<file path="src/rtl/muladd_writeback.sv">
`default_nettype none
// ============================================================================
// Module   : muladd_writeback
// Brief    : Retires fixed-latency multiply-add results to data memory and/or
//            an outbound FIFO, with issue credit to protect the FIFO.
// Revision : 1.0 - initial release
// ============================================================================
module muladd_writeback #(
  parameter int DWIDTH     = 32,
  parameter int AWIDTH     = 8,
  parameter int LATENCY    = 3,
  parameter int FIFO_DEPTH = 4
) (
  input  logic              clk,
  input  logic              Resetn,
  input  logic              issue_valid,
  input  logic              issue_wen,
  input  logic [AWIDTH-1:0] issue_waddr,
  input  logic              issue_out,
  output logic              issue_ready,
  input  logic [DWIDTH-1:0] p,
  output logic              mem_wen,
  output logic [AWIDTH-1:0] mem_waddr,
  output logic [DWIDTH-1:0] mem_wdata,
  output logic              out_valid,
  output logic [DWIDTH-1:0] out_data,
  input  logic              out_ready,
  output logic              err_overflow
);

  localparam int c_PW = $clog2(FIFO_DEPTH);
  localparam int c_CW = $clog2(LATENCY + 1);
  localparam int c_SW = c_PW + c_CW + 1;
  localparam logic [c_PW:0]   c_PTR_ONE  = 1;
  localparam logic [c_CW-1:0] c_PEND_ONE = 1;

  logic [LATENCY-1:0] r_tag_valid;
  logic [LATENCY-1:0] r_tag_wen;
  logic [LATENCY-1:0] r_tag_out;
  logic [AWIDTH-1:0]  r_tag_waddr [LATENCY];

  logic [DWIDTH-1:0]  r_fifo [FIFO_DEPTH];
  logic [c_PW:0]      r_wr_ptr;
  logic [c_PW:0]      r_rd_ptr;
  logic [c_CW-1:0]    r_pending;
  logic               r_issue_ready;
  logic               r_mem_wen;
  logic [AWIDTH-1:0]  r_mem_waddr;
  logic [DWIDTH-1:0]  r_mem_wdata;
  logic               r_err_overflow;

  logic               w_ret_wen;
  logic               w_push;
  logic               w_pop;
  logic               w_push_ok;
  logic               w_drop;
  logic               w_empty;
  logic               w_full;
  logic [c_PW:0]      w_count;
  logic [c_PW:0]      w_count_next;
  logic [c_CW-1:0]    w_pending_next;
  logic [c_SW-1:0]    w_credit_sum;

  // Tag stage LATENCY-1 lines up with the result currently on p.
  always_ff @(posedge clk or negedge Resetn) begin
    if (!Resetn) begin
      r_tag_valid <= '0;
      r_tag_wen   <= '0;
      r_tag_out   <= '0;
      for (int i = 0; i < LATENCY; i++) r_tag_waddr[i] <= '0;
    end else begin
      r_tag_valid[0] <= issue_valid;
      r_tag_wen[0]   <= issue_wen & issue_valid;
      r_tag_out[0]   <= issue_out & issue_valid;
      r_tag_waddr[0] <= issue_waddr;
      for (int i = 1; i < LATENCY; i++) begin
        r_tag_valid[i] <= r_tag_valid[i-1];
        r_tag_wen[i]   <= r_tag_wen[i-1];
        r_tag_out[i]   <= r_tag_out[i-1];
        r_tag_waddr[i] <= r_tag_waddr[i-1];
      end
    end
  end

  assign w_ret_wen = r_tag_valid[LATENCY-1] & r_tag_wen[LATENCY-1];
  assign w_push    = r_tag_valid[LATENCY-1] & r_tag_out[LATENCY-1];

  assign w_count   = r_wr_ptr - r_rd_ptr;
  assign w_empty   = (r_wr_ptr == r_rd_ptr);
  assign w_full    = (w_count == (c_PW+1)'(FIFO_DEPTH));
  assign w_pop     = ~w_empty & out_ready;
  // A pop in the same cycle frees the slot the push needs.
  assign w_push_ok = w_push & (~w_full | w_pop);
  assign w_drop    = w_push & w_full & ~w_pop;

  always_comb begin
    w_count_next   = w_count;
    w_pending_next = r_pending;
    if (w_push_ok) w_count_next = w_count_next + c_PTR_ONE;
    if (w_pop)     w_count_next = w_count_next - c_PTR_ONE;
    if (issue_valid & issue_out) w_pending_next = w_pending_next + c_PEND_ONE;
    if (w_push)                  w_pending_next = w_pending_next - c_PEND_ONE;
    w_credit_sum = {{(c_SW-c_PW-1){1'b0}}, w_count_next}
                 + {{(c_SW-c_CW){1'b0}}, w_pending_next};
  end

  always_ff @(posedge clk or negedge Resetn) begin
    if (!Resetn) begin
      r_wr_ptr       <= '0;
      r_rd_ptr       <= '0;
      r_pending      <= '0;
      r_issue_ready  <= 1'b1;
      r_err_overflow <= 1'b0;
      for (int i = 0; i < FIFO_DEPTH; i++) r_fifo[i] <= '0;
    end else begin
      if (w_push_ok) begin
        r_fifo[r_wr_ptr[c_PW-1:0]] <= p;
        r_wr_ptr <= r_wr_ptr + c_PTR_ONE;
      end
      if (w_pop) r_rd_ptr <= r_rd_ptr + c_PTR_ONE;
      if (w_drop) r_err_overflow <= 1'b1;
      r_pending     <= w_pending_next;
      r_issue_ready <= (w_credit_sum < c_SW'(FIFO_DEPTH));
    end
  end

  always_ff @(posedge clk or negedge Resetn) begin
    if (!Resetn) begin
      r_mem_wen   <= 1'b0;
      r_mem_waddr <= '0;
      r_mem_wdata <= '0;
    end else begin
      r_mem_wen <= w_ret_wen;
      if (w_ret_wen) begin
        r_mem_waddr <= r_tag_waddr[LATENCY-1];
        r_mem_wdata <= p;
      end
    end
  end

  assign issue_ready  = r_issue_ready;
  assign mem_wen      = r_mem_wen;
  assign mem_waddr    = r_mem_waddr;
  assign mem_wdata    = r_mem_wdata;
  assign out_valid    = ~w_empty;
  assign out_data     = r_fifo[r_rd_ptr[c_PW-1:0]];
  assign err_overflow = r_err_overflow;

endmodule
`default_nettype wire

</file>
<file path="config.mk">
export PLATFORM = sky130hd
export DESIGN_NAME = muladd_writeback
export DESIGN_NICKNAME = d
export VERILOG_FILES = /design/src/rtl/muladd_writeback.sv
export SDC_FILE = /design/constraint.sdc
export NUM_CORES = 1
export LEC_CHECK = 0
export CORE_MARGIN = 5
export CORE_UTILIZATION = 50
export DETAILED_ROUTE_END_ITERATION = 10
export PLACE_DENSITY = 0.74
export SYNTH_ARGS = -nofsm -noshare
export SYNTH_HDL_FRONTEND = slang
export SYNTH_SLANG_ARGS = --single-unit
</file>
<file path="constraint.sdc">
create_clock -name clk -period 10.01 [get_ports clk]
set_input_delay 2.002 -clock clk [delete_from_list [all_inputs] [get_ports clk]]
set_output_delay 2.002 -clock clk [all_outputs]
set_load 0.005 [all_outputs]
</file>
After elaboration in Yosys (flattened, before gate mapping)
Index checks and enable logic that the tools add are counted.

Reductions and logical operators: 1. Magnitude comparators: 4. Multiplexer cells: 10. Eq/ne operators: 2. $add $sub $neg: 8. Bitwise gates (word level): 14.

Operators with widths (count): bitwise mux 128 bit (1); 2-to-1 mux 32 bit (3); binary-select mux 32 bit (select 2 bit) (1); demux 32 bit (select 2 bit) (1); adder 3 x 1 -> 3 bit (second input constant) (3); AND 1 bit (8); >= comparator 3 bit (second input constant) (2); 2-to-1 mux 3 bit (2); inverter 2 -> 3 bit (2); adder 3 x 2 -> 4 bit (1); < comparator 4 x 3 -> 1 bit (second input constant) (1); 2-to-1 mux 2 bit (2); equality test 3 bit (1); equality test 3 bit (second input constant) (1); < comparator 3 x 1 -> 1 bit (second input constant) (1); inverter 1 bit (3); subtractor 3 x 1 -> 3 bit (second input constant) (1); subtractor 3 bit (1); adder 2 x 1 -> 2 bit (second input constant) (1); subtractor 2 x 1 -> 2 bit (second input constant) (1); logical AND 1 bit (1); OR 1 bit (1).

Bits of input ports: 46. Output and inout port bits: 76. Word-level logic and storage cells: 57. Register bits after elaboration: 212.

Depth between registers and ports, before layout
Word-level depth: 10. Mapped depth: 16. Mapped depth without buffers: 16.

Worst setup path after synthesis
No wires, ideal clock.

Path kind: in2reg. Start: in out_ready. End: reg r_issue_ready, in the netlist issue_ready. Setup time: 0.082 ns. Path slack: 5.876 ns. Stages on the path: 10. Data required time: 9.928 ns. Arrival time: 4.052 ns. Buffers on the path: 0. Cell sequence: a21boi_0 > nor3b_1 > nor3_4 > mux2i_1 > ha_1 > mux2i_1 > ha_1 > nor2b_1 > o2111a_1 > nor3_1.

Longest elaborated chain between the ends: 8.

RTL lines: start, declared (RTL line 27) `input logic out_ready,`; AND 1 bit (*) (RTL line 91) `assign w_pop = ~w_empty & out_ready;`; OR 1 bit (RTL line 93) `assign w_push_ok = w_push & (~w_full | w_pop);`; AND 1 bit (RTL line 93); 2-to-1 mux 3 bit (RTL line 99) `if (w_push_ok) w_count_next = w_count_next + c_PTR_ONE;`; subtractor 3 x 1 -> 3 bit (RTL line 100) `if (w_pop) w_count_next = w_count_next - c_PTR_ONE;`; 2-to-1 mux 3 bit (*) (RTL line 100); adder 3 x 2 -> 4 bit (*) (RTL line 104) `+ {{(c_SW-c_CW){1'b0}}, w_pending_next};`; < comparator 4 x 3 -> 1 bit (*) (RTL line 123) `r_issue_ready <= (w_credit_sum < c_SW'(FIFO_DEPTH));`; end signal, assigned (RTL line 123); end, declared (RTL line 46) `logic r_issue_ready;`.

Mark *: on every way between the ends. The rest lies on a longest branch, timed or not. A chain may end at the register's enable or synchronous reset.

Final worst setup path
Start: reg r_rd_ptr[0]. End: out out_data[3].

Longest elaborated chain between the ends: 4.

RTL lines: start, declared (RTL line 44) `logic [c_PW:0] r_rd_ptr;`; start signal, assigned (RTL line 120) `if (w_pop) r_rd_ptr <= r_rd_ptr + c_PTR_ONE;`; inverter 2 -> 3 bit (not written as such) (RTL line 146) `assign out_data = r_fifo[r_rd_ptr[c_PW-1:0]];`; binary-select mux 32 bit (select 2 bit) (RTL line 146); 2-to-1 mux 32 bit (not written as such) (2 in a row) (RTL line 146); end, declared (RTL line 26) `output logic [DWIDTH-1:0] out_data,`.

Every way passes these cells. The select of a mux whose other input is x is not followed.

==> flow_metrics.env <==
export IMPL_clk_latency_ns=0.50
export IMPL_ys_seq_area_share_pct=58.0
export IMPL_grt_first_pass_wirelength_mm=30.6
export IMPL_grt_setup_unrepaired="no"
export IMPL_r2r_end="issue_ready$_DFF_PN1_"
export IMPL_numCtsBuffers=23
export IMPL_ctsResizeCount=0
export IMPL_layout_commonest_cell="dfrtp_1"
export IMPL_hold_depth=0
export IMPL_routedWlPerCell_um=20.8
export IMPL_post_route_min_period_ns=4.83
export IMPL_p_leak_nw=5.30
export IMPL_synth_area_leader_cell="dfrtp_1"
export IMPL_dpl_instance_area_um2=10500
export IMPL_synth_cell_types=35
export IMPL_power_density_nw_per_um2=317
export IMPL_hold_violations=0
export IMPL_status="complete, no violations"
export IMPL_whs_endpoint="r_tag_waddr[2]$_DFF_PN0_"
export IMPL_gp_congestion=0.740
export IMPL_syn_nets=567
export IMPL_cts_root_buf="clkbuf_16"
export IMPL_synth_compound_area_share_pct=0.752
export IMPL_synth_top_family_by_area="multiplexers"
export IMPL_arrival_ns=2.83
export IMPL_die_y_um=145
export IMPL_drcViolationCount=0
export IMPL_timing_fmax_ghz=0.207
export IMPL_synth_top_area_share_pct=57.7
export IMPL_ys_seq_elements=212
export IMPL_hold_path_class="flop to flop"
export IMPL_boundaryPins=122
export IMPL_die_area_um2=21100
export IMPL_htree_levels=1
export IMPL_grt_usage_pct=17.6
export IMPL_avgViaCountPerCell=5.41
export IMPL_r2r_start="r_rd_ptr[1]$_DFFE_PN0N_"
export IMPL_dp_hpwl_mm=10.9
export IMPL_io_buffers=121
export IMPL_synthSimpleGateAreaFrac_pct=1.89
export IMPL_ys_flop_type="dfrtp_1"
export IMPL_cts_tree="yes"
export IMPL_postSynthAreaPerCell_um2=18.0
export IMPL_fin_nets=690
export IMPL_core_um2=18000
export IMPL_cts_hold_buf=0
export IMPL_grt_max_degree=130
export IMPL_ant_nets=0
export IMPL_drive_gt1_share_pct=38.3
export IMPL_n_antenna_cell=0
export IMPL_rr_worst_depth=13
export IMPL_synth_area_um2=9150
export IMPL_initial_core_util_pct=50.9
export IMPL_syn_inst=509
export IMPL_synth_adder_area_share_pct=1.72
export IMPL_dr_pass1_iters=4
export IMPL_synthTopCellsByArea="dfrtp_1, mux2_4, mux4_2, mux2_2, ha_1"
export IMPL_cts_clk_slew_worst_paths_ns=0.06
export IMPL_row_count=49
export IMPL_vdd_drop_max_v=0.000192
export IMPL_post_cts_setup_buffer_count=0
export IMPL_cts_max_path_buffers=3
export IMPL_hold_start="r_tag_waddr[10]$_DFF_PN0_"
export IMPL_wl_mm=18.2
export IMPL_clock_sinks=212
export IMPL_crit_required_ns=8.01
export IMPL_slew_headroom_pct=25.4
export IMPL_vias=4728
export IMPL_slew_viol_final=0
export IMPL_path_class="flop to primary output"
export IMPL_chipWidth_um=145
export IMPL_antenna_found_initial=0
export IMPL_end_kind="primary output"
export IMPL_setup_violations=0
export IMPL_critPathMaxFanout=18
export IMPL_synth_edf_count=0
export IMPL_finish_instance_area_um2=11200
export IMPL_period_share_pct=48.2
export IMPL_drt_iter0_drc=176
export IMPL_grt_pass1_vias=5583
export IMPL_postSynth_asyncResetShare_pct=100
export IMPL_yosysWarnings=0
export IMPL_tightestPinTransition_ns=1.12
export IMPL_fin_skew_ns=0.00901
export IMPL_synth_xor_area_share_pct=1.38
export IMPL_overflow=0
export IMPL_synth_mux_area_share_pct=33.9
export IMPL_worst_setup_path_start_kind="flop"
export IMPL_final_cell_mix="dfrtp_1, clkdlybuf4s50_1, mux2_4"
export IMPL_area_delta_synth_final_pct=22.6
export IMPL_fin_setup_tns_ns=0
export IMPL_drv_cap=0
export IMPL_rrSetupSlack_ns=5.54
-- synthesized netlist by cell type (all sizes together), types with 2 or more instances --
cell type  count
clkbuf         6
inv            8
buf           19
nor3           3
xor2           2
nor2           2
mux2i          3
dfrtp        211
xnor2          9
ha            11
mux4          32
nand2         12
nand3          5
mux2         169
o21ai          2
-- stage by stage --
step	hold WS, ns	worst slack [ns]	instances	power [mW]	utilization [%]
detailed placement	0.335	5.01	836	2.74	58.4
global route	0.355	4.99	874	3.77	62.4
CTS	0.347	5.06	874	3.60	62.4
finish	0.344	5.18	874	3.56	62.4
floorplan	0.331	5.88	509	2.19	-
global placement	0.331	5.13	836	2.68	58.4
-- worst max path at each step --
stage,startpoint,endpoint,cells after the start
2_1_floorplan,out_ready,issue_ready$_DFF_PN1_,10
3_3_place_gp,out_ready,issue_ready$_DFF_PN1_,11
3_5_place_dp,out_ready,issue_ready$_DFF_PN1_,11
4_1_cts,r_rd_ptr[0]$_DFFE_PN0N_,out_data[3],3
5_1_grt,r_rd_ptr[0]$_DFFE_PN0N_,out_data[3],3
6_report,r_rd_ptr[0]$_DFFE_PN0N_,out_data[3],3
-- area by class of cell --
class	count	area (um^2)
fillers	1296	6750
flip-flops and latches	212	5310
multi-input cells	264	3630
repair buffers	123	1230
clock buffers	34	657
well taps	229	287
clock inverters	4	76.3
inverters	8	30.0
-- layer usage --
layer,vias up,routed length (um),GRT usage [%]
met5,-,0,0
met4,0,329,4.38
met3,28,718,3.24
met2,106,8890,29.3
met1,2514,8250,24.0
li1,2080,-,-
-- cells by family after synthesis --
| family | count (synthesis) |
|---|---|
| adders and majority gates | 12 |
| xor gates and xnor gates | 12 |
| and+or+nand+nor | 27 |
| muxes | 204 |
| AOI/OAI and AO/OA | 9 |
| buffers and inverters | 33 |
| DFF | 212 |
-- state kept, by name, indices dropped and copies added, names as in the netlist, 8 cells and up --
name	flops
r_tag_waddr	24
mem_wdata	32
r_fifo	128
mem_waddr	8
-- worst max-delay path, stage by stage (launching register included) --
cell             delay (ns)
dfrtp_2                0.78
buf_4                  0.49
mux4_2                 0.58
clkdlybuf4s50_1        0.46
-- power breakdown --
part	switching [mW]	leakage [nW]	internal, mW
clock	0.325	0.353	0.503
sequential	0.223	2.59	1.16
combinational	0.426	2.36	0.923
total	0.974	5.30	2.58
Power figures use the tool's default switching activity.
